===== src/rtl/mem_stage_lsu_if.sv =====
// ============================================================================
// Module      : mem_stage_lsu_if
// Description : Data-cache request/response bus between the MEM-stage LSU
//               and the data cache.
// Revision    : 1.0  initial release
// ============================================================================
`default_nettype none

interface mem_stage_lsu_if;
  logic        dmem_read;
  logic        dmem_write;
  logic [31:0] dmem_address;
  logic [31:0] dmem_wdata;
  logic [3:0]  dmem_mbe;
  logic        dmem_resp;
  logic [31:0] dmem_rdata;

  modport master (
    output dmem_read, dmem_write, dmem_address, dmem_wdata, dmem_mbe,
    input  dmem_resp, dmem_rdata
  );

  modport slave (
    input  dmem_read, dmem_write, dmem_address, dmem_wdata, dmem_mbe,
    output dmem_resp, dmem_rdata
  );
endinterface

`default_nettype wire


===== src/rtl/mem_stage_lsu.sv =====
// ============================================================================
// Module      : mem_stage_lsu
// Description : RV32I MEM-stage load/store unit: legality check, cache
//               handshake with pipeline stall, load extract, response watchdog.
// Revision    : 1.0  initial release
// ============================================================================
`default_nettype none

module mem_stage_lsu #(
  parameter int unsigned TIMEOUT = 0
) (
  input  logic                  clk,
  input  logic                  rst_n,
  input  logic                  op_valid,
  input  logic                  mem_read,
  input  logic                  mem_write,
  input  logic [2:0]            funct3,
  input  logic [31:0]           addr,
  input  logic [31:0]           store_data,
  output logic                  stall,
  output logic                  done,
  output logic [31:0]           load_data,
  output logic                  fault,
  output logic                  timeout,
  mem_stage_lsu_if.master       dmem
);

  typedef enum logic [1:0] {
    S_IDLE = 2'd0,
    S_REQ  = 2'd1,
    S_DONE = 2'd2
  } state_e;

  state_e      state_q, state_d;
  logic        rd_q, rd_d;
  logic        wr_q, wr_d;
  logic [31:0] addr_q, addr_d;
  logic [31:0] wdata_q, wdata_d;
  logic [3:0]  mbe_q, mbe_d;
  logic [2:0]  f3_q, f3_d;
  logic [1:0]  off_q, off_d;
  logic [31:0] load_q, load_d;
  logic        timeout_q, timeout_d;
  logic [31:0] wd_cnt_q, wd_cnt_d;

  logic        req;
  logic        bad_op;
  logic [3:0]  mbe_c;
  logic [31:0] wdata_c;
  logic [7:0]  lane_b;
  logic [15:0] lane_h;
  logic [31:0] ext_c;

  // Request decode: legality, byte enables and lane-replicated store data.
  always_comb begin
    req    = op_valid & (mem_read | mem_write);
    bad_op = 1'b0;
    if (mem_read && mem_write) begin
      bad_op = 1'b1;
    end else if (mem_read) begin
      bad_op = !(funct3 inside {3'b000, 3'b001, 3'b010, 3'b100, 3'b101});
    end else begin
      bad_op = !(funct3 inside {3'b000, 3'b001, 3'b010});
    end
    if ((funct3[1:0] == 2'b10 && addr[1:0] != 2'b00) ||
        (funct3[1:0] == 2'b01 && addr[0])) begin
      bad_op = 1'b1;
    end

    case (funct3[1:0])
      2'b00: begin
        mbe_c   = 4'b0001 << addr[1:0];
        wdata_c = {4{store_data[7:0]}};
      end
      2'b01: begin
        mbe_c   = addr[1] ? 4'b1100 : 4'b0011;
        wdata_c = {2{store_data[15:0]}};
      end
      default: begin
        mbe_c   = 4'b1111;
        wdata_c = store_data;
      end
    endcase
  end

  // Lane select uses the registered offset/funct3 of the op in flight.
  always_comb begin
    case (off_q)
      2'd0:    lane_b = dmem.dmem_rdata[7:0];
      2'd1:    lane_b = dmem.dmem_rdata[15:8];
      2'd2:    lane_b = dmem.dmem_rdata[23:16];
      default: lane_b = dmem.dmem_rdata[31:24];
    endcase
    lane_h = off_q[1] ? dmem.dmem_rdata[31:16] : dmem.dmem_rdata[15:0];
    case (f3_q)
      3'b000:  ext_c = {{24{lane_b[7]}}, lane_b};
      3'b001:  ext_c = {{16{lane_h[15]}}, lane_h};
      3'b100:  ext_c = {24'd0, lane_b};
      3'b101:  ext_c = {16'd0, lane_h};
      default: ext_c = dmem.dmem_rdata;
    endcase
  end

  always_comb begin
    state_d   = state_q;
    rd_d      = rd_q;
    wr_d      = wr_q;
    addr_d    = addr_q;
    wdata_d   = wdata_q;
    mbe_d     = mbe_q;
    f3_d      = f3_q;
    off_d     = off_q;
    load_d    = load_q;
    timeout_d = timeout_q;
    wd_cnt_d  = wd_cnt_q;
    stall     = 1'b0;
    done      = 1'b0;
    fault     = 1'b0;

    case (state_q)
      S_IDLE: begin
        if (req) begin
          if (bad_op) begin
            fault = 1'b1;
          end else begin
            stall    = 1'b1;
            state_d  = S_REQ;
            rd_d     = mem_read;
            wr_d     = mem_write;
            addr_d   = {addr[31:2], 2'b00};
            wdata_d  = wdata_c;
            mbe_d    = mbe_c;
            f3_d     = funct3;
            off_d    = addr[1:0];
            wd_cnt_d = 32'd0;
          end
        end
      end
      S_REQ: begin
        stall = 1'b1;
        // Counter freezes once the sticky flag is set, so it never wraps.
        if (TIMEOUT != 0 && !timeout_q) begin
          wd_cnt_d = wd_cnt_q + 32'd1;
          if (wd_cnt_d == TIMEOUT) begin
            timeout_d = 1'b1;
          end
        end
        if (dmem.dmem_resp) begin
          rd_d    = 1'b0;
          wr_d    = 1'b0;
          state_d = S_DONE;
          if (rd_q) begin
            load_d = ext_c;
          end
        end
      end
      S_DONE: begin
        done    = 1'b1;
        state_d = S_IDLE;
      end
      default: state_d = S_IDLE;
    endcase
  end

  always_ff @(posedge clk or negedge rst_n) begin
    if (!rst_n) begin
      state_q   <= S_IDLE;
      rd_q      <= 1'b0;
      wr_q      <= 1'b0;
      addr_q    <= 32'd0;
      wdata_q   <= 32'd0;
      mbe_q     <= 4'd0;
      f3_q      <= 3'd0;
      off_q     <= 2'd0;
      load_q    <= 32'd0;
      timeout_q <= 1'b0;
      wd_cnt_q  <= 32'd0;
    end else begin
      state_q   <= state_d;
      rd_q      <= rd_d;
      wr_q      <= wr_d;
      addr_q    <= addr_d;
      wdata_q   <= wdata_d;
      mbe_q     <= mbe_d;
      f3_q      <= f3_d;
      off_q     <= off_d;
      load_q    <= load_d;
      timeout_q <= timeout_d;
      wd_cnt_q  <= wd_cnt_d;
    end
  end

  assign load_data         = load_q;
  assign timeout           = timeout_q;
  assign dmem.dmem_read    = rd_q;
  assign dmem.dmem_write   = wr_q;
  assign dmem.dmem_address = addr_q;
  assign dmem.dmem_wdata   = wdata_q;
  assign dmem.dmem_mbe     = mbe_q;

endmodule

`default_nettype wire


===== src/flat_wrapper.sv =====
// flat-port wrapper written by rule: the top's interface ports become plain ports
module mem_stage_lsu_flat 
#(
  parameter int unsigned TIMEOUT = 0
)
  (clk, rst_n, op_valid, mem_read, mem_write, funct3, addr, store_data, stall, done, load_data, fault, timeout, dmem_dmem_read, dmem_dmem_write, dmem_dmem_address, dmem_dmem_wdata, dmem_dmem_mbe, dmem_dmem_resp, dmem_dmem_rdata);
  mem_stage_lsu_if dmem_i ();
  input  logic clk;
  input  logic rst_n;
  input  logic op_valid;
  input  logic mem_read;
  input  logic mem_write;
  input  logic [2:0] funct3;
  input  logic [31:0] addr;
  input  logic [31:0] store_data;
  output logic stall;
  output logic done;
  output logic [31:0] load_data;
  output logic fault;
  output logic timeout;
  output wire logic [$bits(dmem_i.dmem_read)-1:0] dmem_dmem_read;
  output wire logic [$bits(dmem_i.dmem_write)-1:0] dmem_dmem_write;
  output wire logic [$bits(dmem_i.dmem_address)-1:0] dmem_dmem_address;
  output wire logic [$bits(dmem_i.dmem_wdata)-1:0] dmem_dmem_wdata;
  output wire logic [$bits(dmem_i.dmem_mbe)-1:0] dmem_dmem_mbe;
  input wire logic [$bits(dmem_i.dmem_resp)-1:0] dmem_dmem_resp;
  input wire logic [$bits(dmem_i.dmem_rdata)-1:0] dmem_dmem_rdata;
  assign dmem_dmem_read = dmem_i.dmem_read;
  assign dmem_dmem_write = dmem_i.dmem_write;
  assign dmem_dmem_address = dmem_i.dmem_address;
  assign dmem_dmem_wdata = dmem_i.dmem_wdata;
  assign dmem_dmem_mbe = dmem_i.dmem_mbe;
  assign dmem_i.dmem_resp = dmem_dmem_resp;
  assign dmem_i.dmem_rdata = dmem_dmem_rdata;
  mem_stage_lsu #(.TIMEOUT(TIMEOUT)) u_core (.clk(clk), .rst_n(rst_n), .op_valid(op_valid), .mem_read(mem_read), .mem_write(mem_write), .funct3(funct3), .addr(addr), .store_data(store_data), .stall(stall), .done(done), .load_data(load_data), .fault(fault), .timeout(timeout), .dmem(dmem_i));
endmodule

===== config.mk =====
export PLATFORM = sky130hd
export DESIGN_NAME = mem_stage_lsu_flat
export DESIGN_NICKNAME = d
export VERILOG_FILES = /design/src/rtl/mem_stage_lsu_if.sv /design/src/rtl/mem_stage_lsu.sv /design/src/flat_wrapper.sv
export SDC_FILE = /design/constraint.sdc
export NUM_CORES = 1
export LEC_CHECK = 0
export BUFFER_PORTS_ARGS = -buffer_cell sky130_fd_sc_hd__buf_2
export CAP_MARGIN = 20
export CORE_UTILIZATION = 52
export DETAILED_ROUTE_END_ITERATION = 16
export PLACE_DENSITY = 0.95
export SLEW_MARGIN = 40
export SYNTH_ARGS = -nofsm -noshare
export SYNTH_HDL_FRONTEND = slang
export SYNTH_SLANG_ARGS = --single-unit

===== constraint.sdc =====
create_clock -name clk -period 3.6 [get_ports clk]
set_input_delay 0 -clock clk [delete_from_list [all_inputs] [get_ports clk]]
set_output_delay 0 -clock clk [all_outputs]
set_load 0.03 [all_outputs]

==> impl_metrics.toml, run 1 <==
[run_status]
outcome = "complete, no violations"

[setup_path]
ff2ff_setup_slack_ns = 1.27
r2r-start = "u_core.off_q[1]"
cp.arrival_ns = 2.55
worstRegToRegCells = 3
worstSetupEndpointType = "register"
critPathKind = "reg2reg"
critPathMaxFanout = 16
cp.required_ns = 3.82
reg2reg_to = "u_core.load_data[24]"
worstSetupStartpointType = "register"

[clocking]
clock_latency_ns = 0.38
path_clk_slew_ns = 0.09
cts.path.max_buffers = 2
htreeDepth = 3
cts_root_buffer = "clkbuf_8"
cts.sink_count = 107
cts_tree = "built"
cts_setup_buffers = 0
numCtsBuffers = 9

[sta]
worst_pin_slew_ns = 0.809
setup_viol = 0
finalSetupTns_ns = 0
min_period_ns = 2.33
finalCritPeriodShare = 0.648
hold_ws_ns = 0.00186
grt_setup_unrepaired = "false"
max_freq_mhz = 429
fin_worst_skew_ns = 0.0157
slew_viol_final = 0
relSlewSlack = 0.460
final_hold_viol_count = 0

[global_routing]
antenna_found_initial = 1
grtUsageTotal = 0.340
grt-ovfl-total = 0
grt_pass1_vias = 4921
grt_pass1_wl_mm = 25.8
grt_max_degree = 57

[logic_synthesis]
yosysWarnings = 0
synthTopCellsByArea = "dfrtp_1 53%, mux2_1 12%, mux2_2 6.7%, o21ai_0 4.7%, mux2i_1 4.6%"
ys_seq_elements = 107
synth-edff-count = 0
synth_top_area_frac = 0.533
synth.most_common_cell = "dfrtp_1"
synthFlopType = "dfrtp_1"
netlist_instances = 428
post_synth_num_cell_types = 37
netlist_area_sq_um = 5020
synth_largest_area_cell = "dfrtp_1"
ys_seq_area_frac = 0.533
synth.top_cells.by_count = "107 x dfrtp_1, 54 x mux2_1, 47 x o21ai_0, 34 x nand2_1, 30 x mux2_2"
avgSynthCellArea_sq_um = 11.7
postSynth.asyncResetShare = 1.00

[cells_and_area]
nets = 821
area_growth_pct = 43.2
multiInputGateArea_sq_um = 2150
utilization = 0.775
seq_area_sq_um = 2680
layout.cells.non_filler = 852
drive_above_1_share = 0.365
fill_cells = 580

[detailed_routing]
drc = 0
wirelength_mm = 16.7
wl_per_cell_um = 19.6
num_vias = 4732
first_iter_violations = 325
dr.pass1.iters = 5
ant_nets = 0
vias_per_cell = 5.55

[hold_path]
whs_endpoint = "u_core.off_q[1]"
hold_class = "in2reg"
holdPathStages = 3
hold_path_startpoint = "addr[1]"

[die]
die_h_um = 100
fp.dieArea_sq_um = 10100
coreArea_sq_um = 9280
rows = 35
initial_core_util = 0.541
ioPinCount = 211
fp.dieW_um = 100

[flow_run]
maxCapViolations = 0

[power]
finalPower_uw = 4680
leakage_uw = 0.00341
power_density_nw_per_um2 = 651
ir_drop_mv = 0.376

[placed_design]
portBuffers = 207
numPlacedInstances = 744
gp_congestion = 0.883
hpwl_mm = 9.83
## per-stage QoR
step,instance area (sq um),worst slack [ns]
2_1_floorplan,5030,1.92
3_3_place_gp,6100,1.24
3_5_place_dp,6110,1.09
4_1_cts,7170,1.08
5_1_grt,7190,1.15
6_report,7190,1.27
## critical path, stage by stage (launching register included)
cell	delay, ns
dfrtp_1	0.75
mux4_2	0.65
a211oi_4	0.58
o21ai_0	0.21
## metal layers
metal | GRT usage | share of wire | vias to the layer above
li1 | - | - | 2091
met1 | 0.392 | 0.35 | 2244
met2 | 0.600 | 0.51 | 344
met3 | 0.0877 | 0.096 | 53
met4 | 0.145 | 0.035 | 0
met5 | 0 | 0 | -
## how the worst max path moves through the flow
stage | cells past startpoint | to | startpoint
6_report | 3 | u_core.load_data[24] | u_core.off_q[1]
5_1_grt | 3 | u_core.load_data[30] | u_core.off_q[1]
4_1_cts | 3 | u_core.load_data[24] | u_core.off_q[1]
3_5_place_dp | 3 | u_core.load_data[24] | u_core.off_q[1]
3_3_place_gp | 3 | u_core.load_data[26] | u_core.off_q[1]
2_1_floorplan | 4 | u_core.load_data[20] | u_core.off_q[1]
## flip-flops by register name, indices dropped and copies added, names as in the netlist
name,count
u_core.dmem.dmem_wdata,32
u_core.load_data,32
u_core.dmem.dmem_address,30
u_core.dmem.dmem_mbe,4
u_core.f3_q,3
u_core.off_q,2
u_core.state_q,2
u_core.dmem.dmem_read,1
u_core.dmem.dmem_write,1
## area by class of cell
type                            count  area share
Sequential cell                   107       0.372
Multi-Input combinational cell    283       0.298
Timing Repair Buffer              304       0.277
Tap cell                          129      0.0224
Clock buffer                       11      0.0183
Inverter                           11     0.00574
Clock inverter                      5     0.00522
Antenna cell                        2    0.000696
## cell families (layout without fill, tap and decap cells)
kind of cell,count (synthesis),count (layout),synth area share
AOI/OAI and AO/OA,106,106,0.120
buffers and inverters,40,331,0.0436
muxes,108,108,0.239
DFF,107,107,0.533
other,1,5,0.000747
and+or+nand+nor,66,66,0.0635
## cells in the final DEF, fill, tap and decap left out, drive strengths merged, types with 8 or more instances in the layout
cell type    instances
mux2i               23
o22ai                8
o21ai               48
o211ai              17
dlygate4sd3         90
inv                 10
nor2                14
a21oi               26
nand2               34
dfrtp              107
buf                214
clkbuf              11
mux2                84
## repair_timing
| item | in CTS | in global routing |
|---|---|---|
| resized for setup | 0 | 0 |
| endpoints found under the hold margin | 120 | 1 |
| hold buffers | 89 | 1 |
## report_power, final
group / internal (uW) / total (uW) / switching [uW] / leakage [uW]
clock: 256 / 680 / 425 / 0.0000799
sequential: 1590 / 1880 / 287 / 0.00126
combinational: 706 / 2120 / 1410 / 0.00207
(Power assumes the default switching activity.)
==> run 2, diff against run 1 <==
--- a/config.mk
+++ b/config.mk
@@ -5,11 +5,12 @@
 export SDC_FILE = /design/constraint.sdc
 export NUM_CORES = 1
 export LEC_CHECK = 0
+export ABC_AREA = 1
 export BUFFER_PORTS_ARGS = -buffer_cell sky130_fd_sc_hd__buf_2
 export CAP_MARGIN = 20
-export CORE_UTILIZATION = 52
+export CORE_UTILIZATION = 45
 export DETAILED_ROUTE_END_ITERATION = 16
-export PLACE_DENSITY = 0.95
+export PLACE_DENSITY = 0.89
 export SLEW_MARGIN = 40
 export SYNTH_ARGS = -nofsm -noshare
 export SYNTH_HDL_FRONTEND = slang
==> constraint.sdc (replaced) <==
create_clock -name clk -period 1.96 [get_ports clk]
set_input_delay 0 -clock clk [delete_from_list [all_inputs] [get_ports clk]]
set_output_delay 0 -clock clk [all_outputs]
set_load 0.03 [all_outputs]
==> impl_metrics.toml, run 2 <==
[placed_design]
place_area_sq_um = 6710
portBuffers = 207
hpwl_mm = 10.7
gp_congestion = 0.899

[setup_path]
cp_num_buf_inv = 2
critical-path-top-delay-family = "simple AND/OR/NAND/NOR gates"
cp.arrival_ns = 1.86
critPathKind = "reg2out"
cpPeakStageDelay_ns = 0.40
slowest_stage = "dfrtp_1"
cp.required_ns = 1.96
worstSetupStartpointType = "register"
path_cells = "or2_1, nor2_2, nand3_4, buf_6, nand2_1, buf_2"
worstSetupEndpointType = "output pin"
critPathMaxFanout = 44

[sta]
relSlewSlack = 0.519
finalSetupTns_ns = 0
grt_setup_unrepaired = "false"
setup_viol = 0
worst_pin_slew_ns = 0.721
min_period_ns = 1.86
fin_worst_skew_ns = 0.00741
finalCritPeriodShare = 0.949
max_freq_mhz = 538
slew_viol_final = 0
final_hold_viol_count = 0

[cells_and_area]
seq_area_sq_um = 2680
area_growth_pct = 37.5
drive_above_1_share = 0.333
layout_commonest_cell = "buf_2"
fin_area_sq_um = 7750
multiInputGateArea_sq_um = 2270
antennaDiodeCount = 0
nets = 1076
fill_cells = 975
layout.cells.most_common_list = "206 x buf_2, 198 x nand2_1, 107 x dfrtp_1"

[detailed_routing]
vias_per_cell = 4.98
num_vias = 5696
wl_per_cell_um = 15.2
top_layer_used = "met4"
wl_met1_mm = 6.65
first_iter_violations = 429
drc = 0
ant_nets = 0
wl_met3_mm = 1.51
wirelength_mm = 17.3
wl_met2_mm = 8.57
dr.pass1.iters = 5

[logic_synthesis]
synth.most_common_cell = "nand2_1"
synthTopCellsByArea = "dfrtp_1 48%, nand2_1 13%, o21ai_2 10%, inv_1 7.0%, a21oi_1 3.8%"
postSynth.asyncResetShare = 1.00
synthFlopType = "dfrtp_1"
post_synth_num_cell_types = 25
netlist_area_sq_um = 5640
ys_seq_area_frac = 0.475
yosysWarnings = 0
synth_largest_area_cell = "dfrtp_1"
avgSynthCellArea_sq_um = 7.96
synth_top_area_frac = 0.475
netlist_instances = 708
synth-edff-count = 0
ys_seq_elements = 107
synth.top_cells.by_count = "198 x nand2_1, 107 x dfrtp_1, 105 x inv_1, 65 x o21ai_2, 43 x a21oi_1"

[hold_path]
hold_class = "in2reg"

[die]
die_h_um = 114
initial_core_util = 0.465
fp.dieArea_sq_um = 13000
coreArea_sq_um = 12100
ioPinCount = 211
rows = 40
fp.dieW_um = 114

[power]
leakage_uw = 0.00448
power_density_nw_per_um2 = 1270
ir_drop_mv = 0.722

[global_routing]
grt-ovfl-total = 0
antenna_found_initial = 0
grt_max_degree = 108
grt_pass1_vias = 5754
grt_pass1_wl_mm = 27.4
grtUsageTotal = 0.276

[clocking]
numCtsBuffers = 9
path_clk_slew_ns = 0.07
clock_latency_ns = 0.36
cts_tree = "built"
cts_setup_buffers = 0
cts.path.max_buffers = 2
htreeDepth = 3
cts.sink_count = 107
cts_root_buffer = "clkbuf_16"

[run_status]
outcome = "complete, no violations"

[flow_run]
maxCapViolations = 0
[run 2: cell count changes in the layout (fill, tap and decap cells not counted), moves of 27 or more]
cell and delta:
mux2_1 -54, nand3_1 +42, mux2_2 -30, o21ai_2 +65, inv_1 +96, nand2_1 +164
nor2_1 +27
[run 2: kinds of logic (layout without fill, tap and decap cells)]
logic type / after synthesis / after routing / share of synthesized area
simple gates: 313 / 313 / 0.233
buf+inv: 147 / 412 / 0.124
compound gates: 140 / 140 / 0.168
flops: 107 / 107 / 0.475
other cells: 1 / 3 / 0.000665
[run 2: worst reg2reg max path, cell delays in order, from the launching register on]
cell     delay (ns)
dfrtp_1        0.40
or2_1          0.25
nor2_2         0.20
nand3_4        0.11
buf_12         0.27
nand2_1        0.16
o21ai_0        0.11
[run 2: where the power goes]
group / internal, uW / switching, uW / total [uW] / leakage, uW
Clock: 1120 / 841 / 1960 / 0.000152
Combinational: 1400 / 3000 / 4410 / 0.00297
Sequential: 2960 / 505 / 3460 / 0.00136
Total: 5480 / 4350 / 9830 / 0.00448
[run 2: final timing paths]
path	start	end	slack [ns]	cells past startpoint
setup / recovery	u_core.state_q[0]	stall	0.10	6
hold / removal	dmem_dmem_rdata[1]	u_core.load_data[1]	0.001	5
setup reg to reg	u_core.state_q[0]	u_core.dmem.dmem_wdata[26]	0.29	6
hold reg to reg	u_core.load_data[7]	u_core.load_data[7]	0.48	2
max in group asynchronous	rst_n	u_core.dmem.dmem_address[5]	1.25	3
min in group asynchronous	rst_n	u_core.load_data[1]	0.23	3
[run 2: metal layers]
| layer | track usage | vias to the layer above |
|---|---|---|
| li1 | - | 2714 |
| met1 | 0.320 | 2614 |
| met4 | 0.137 | 0 |
| met3 | 0.0553 | 49 |
| met2 | 0.486 | 319 |
| met5 | 0 | - |
[run 2: what timing repair did]
item / CTS / global route
hold endpoints to repair: 183 / 0
resized for setup: 0 / 1
setup endpoints to repair: 0 / 1
hold buffers: 72 / 0
[run 2: layout make-up]
type,count,area share
clock buffer,9,0.0291
clock inverter,6,0.0116
inverter,107,0.0518
multi-input combinational,456,0.294
sequential,107,0.345
tap,168,0.0271
timing repair buffer,290,0.241
[run 2: per-stage QoR]
step / hold WS, ns / std cells / total power [uW] / setup slack, ns / utilization
2_1_floorplan: -0.296 / 710 / 6380 / 0.572 / -
3_3_place_gp: 0.119 / 1056 / 7550 / 0.413 / 0.554
3_5_place_dp: 0.113 / 1056 / 7670 / 0.361 / 0.554
4_1_cts: 0.00124 / 1143 / 9760 / 0.0118 / 0.640
5_1_grt: 0.0266 / 1143 / 10300 / 0.0169 / 0.640
6_report: 0.00115 / 1143 / 9830 / 0.101 / 0.640
==> run 3, diff against run 2 <==
--- a/config.mk
+++ b/config.mk
@@ -8,6 +8,7 @@
 export ABC_AREA = 1
 export BUFFER_PORTS_ARGS = -buffer_cell sky130_fd_sc_hd__buf_2
 export CAP_MARGIN = 20
+export CORE_MARGIN = 2
 export CORE_UTILIZATION = 45
 export DETAILED_ROUTE_END_ITERATION = 16
 export PLACE_DENSITY = 0.89
==> impl_metrics.toml, run 3 (synthesized netlist as in run 2, its figures left out) <==
[global_routing]
grtUsageTotal = 0.266
antenna_found_initial = 0
grt_pass1_vias = 5703
grt_max_degree = 109
grt-ovfl-total = 0
grt_pass1_wl_mm = 27.7

[sta]
finalSetupTns_ns = 0
max_freq_mhz = 546
grt_setup_unrepaired = "false"
fin_worst_skew_ns = 0.0103
finalCritPeriodShare = 0.934
final_hold_viol_count = 0
slew_viol_final = 0
min_period_ns = 1.83
setup_viol = 0
worst_pin_slew_ns = 0.659
relSlewSlack = 0.560
hold_ws_ns = 0.0215

[clocking]
cts_root_buffer = "clkbuf_16"
numCtsBuffers = 9
cts.path.max_buffers = 2
clock_latency_ns = 0.35
cts_setup_buffers = 0
cts_tree = "built"
path_clk_slew_ns = 0.07
cts.sink_count = 107
htreeDepth = 3

[setup_path]
worstRegToRegCells = 6
cpPeakStageDelay_ns = 0.39
path_cells = "or2_1, nor2_2, nand3_4, buf_6, nand2_1, buf_2"
slowest_stage = "dfrtp_1"
worstSetupEndpointType = "output pin"
cp.arrival_ns = 1.83
cp.required_ns = 1.96
worstSetupStartpointType = "register"
reg2reg_to = "u_core.dmem.dmem_wdata[19]"
ff2ff_setup_slack_ns = 0.29
critical-path-top-delay-family = "simple AND/OR/NAND/NOR gates"
critPathMaxFanout = 38
cp_num_buf_inv = 2
critPathKind = "reg2out"
r2r-start = "u_core.state_q[0]"

[cells_and_area]
utilization = 0.640
area_growth_pct = 37.6
nets = 1078
layout.cells.most_common_list = "206 x buf_2, 198 x nand2_1, 107 x dfrtp_1"
antennaDiodeCount = 0
layout_commonest_cell = "buf_2"
drive_above_1_share = 0.333

[power]
leakage_uw = 0.00448
power_density_nw_per_um2 = 1250
ir_drop_mv = 0.749

[detailed_routing]
ant_nets = 0
wl_per_cell_um = 15.2
wirelength_mm = 17.4
num_vias = 5713
drc = 0
dr.pass1.iters = 6
first_iter_violations = 478
vias_per_cell = 4.99

[placed_design]
gp_congestion = 0.910
hpwl_mm = 11.2
portBuffers = 207

[die]
initial_core_util = 0.465
coreArea_sq_um = 12100
die_h_um = 116
fp.dieW_um = 116
rows = 40
ioPinCount = 211
fp.dieArea_sq_um = 13400

[flow_run]
maxCapViolations = 0

[hold_path]
hold_path_startpoint = "dmem_dmem_rdata[10]"
hold_class = "in2reg"
holdPathStages = 5
whs_endpoint = "u_core.load_data[10]"

[run_status]
outcome = "complete, no violations"
## run 3: how the worst max path moves through the flow
stage / from / cells past startpoint / slack, ns / endpoint
floorplan: u_core.state_q[0] / 7 / 0.57 / u_core.dmem.dmem_wdata[10]
global placement: u_core.state_q[0] / 6 / 0.41 / stall
detailed placement: u_core.state_q[0] / 7 / 0.33 / u_core.load_data[25]
CTS: u_core.state_q[0] / 6 / 0.03 / stall
global route: u_core.state_q[0] / 6 / 0.009 / stall
finish: u_core.state_q[0] / 6 / 0.13 / stall
## run 3: worst reg2reg max path: cells and delay by family, from the launching register on
| kind | cells | cell delay [ns] |
|---|---|---|
| AND/OR/NAND/NOR | 4 | 0.83 |
| AO/OA/AOI/OAI | 1 | 0.07 |
| buffers and inverters | 1 | 0.27 |
| flip-flops | 1 | 0.39 |
## run 3: layer usage
| layer | track usage | wire, um | vias up |
|---|---|---|---|
| li1 | - | - | 2717 |
| met1 | 0.311 | 6680 | 2598 |
| met2 | 0.450 | 8350 | 331 |
| met3 | 0.0748 | 1660 | 67 |
| met4 | 0.133 | 743 | 0 |
| met5 | 0 | 0 | - |
## run 3: power by group
part	internal (uW)	leakage [uW]	switching [uW]	total, uW
registers	2960	0.00136	482	3440
logic	1410	0.00298	3030	4440
clock network	988	0.000136	817	1810
total	5360	0.00448	4320	9680
## run 3: stage by stage
stage | std cells | instance area, sq um | power, uW | worst slack (ns)
2_1_floorplan | 710 | 5640 | 6380 | 0.572
3_3_place_gp | 1057 | 6730 | 7580 | 0.405
4_1_cts | 1144 | 7750 | 9630 | 0.0272
5_1_grt | 1144 | 7750 | 10200 | 0.00853
6_report | 1144 | 7750 | 9680 | 0.129
3_5_place_dp | 1057 | 6730 | 7690 | 0.334
## run 3: what timing repair did
item,4_1_cts,5_1_grt
hold buffers,73,0
setup endpoints to repair,0,1
resized for setup,0,1
endpoints found under the hold margin,182,0
## run 3: cell type report
class	instances	area (sq um)
Clock buffer	9	225
Clock inverter	5	65.1
Fill cell	978	4360
Inverter	107	402
Multi-Input combinational cell	456	2270
Sequential cell	107	2680
Tap cell	168	210
Timing Repair Buffer	292	1900
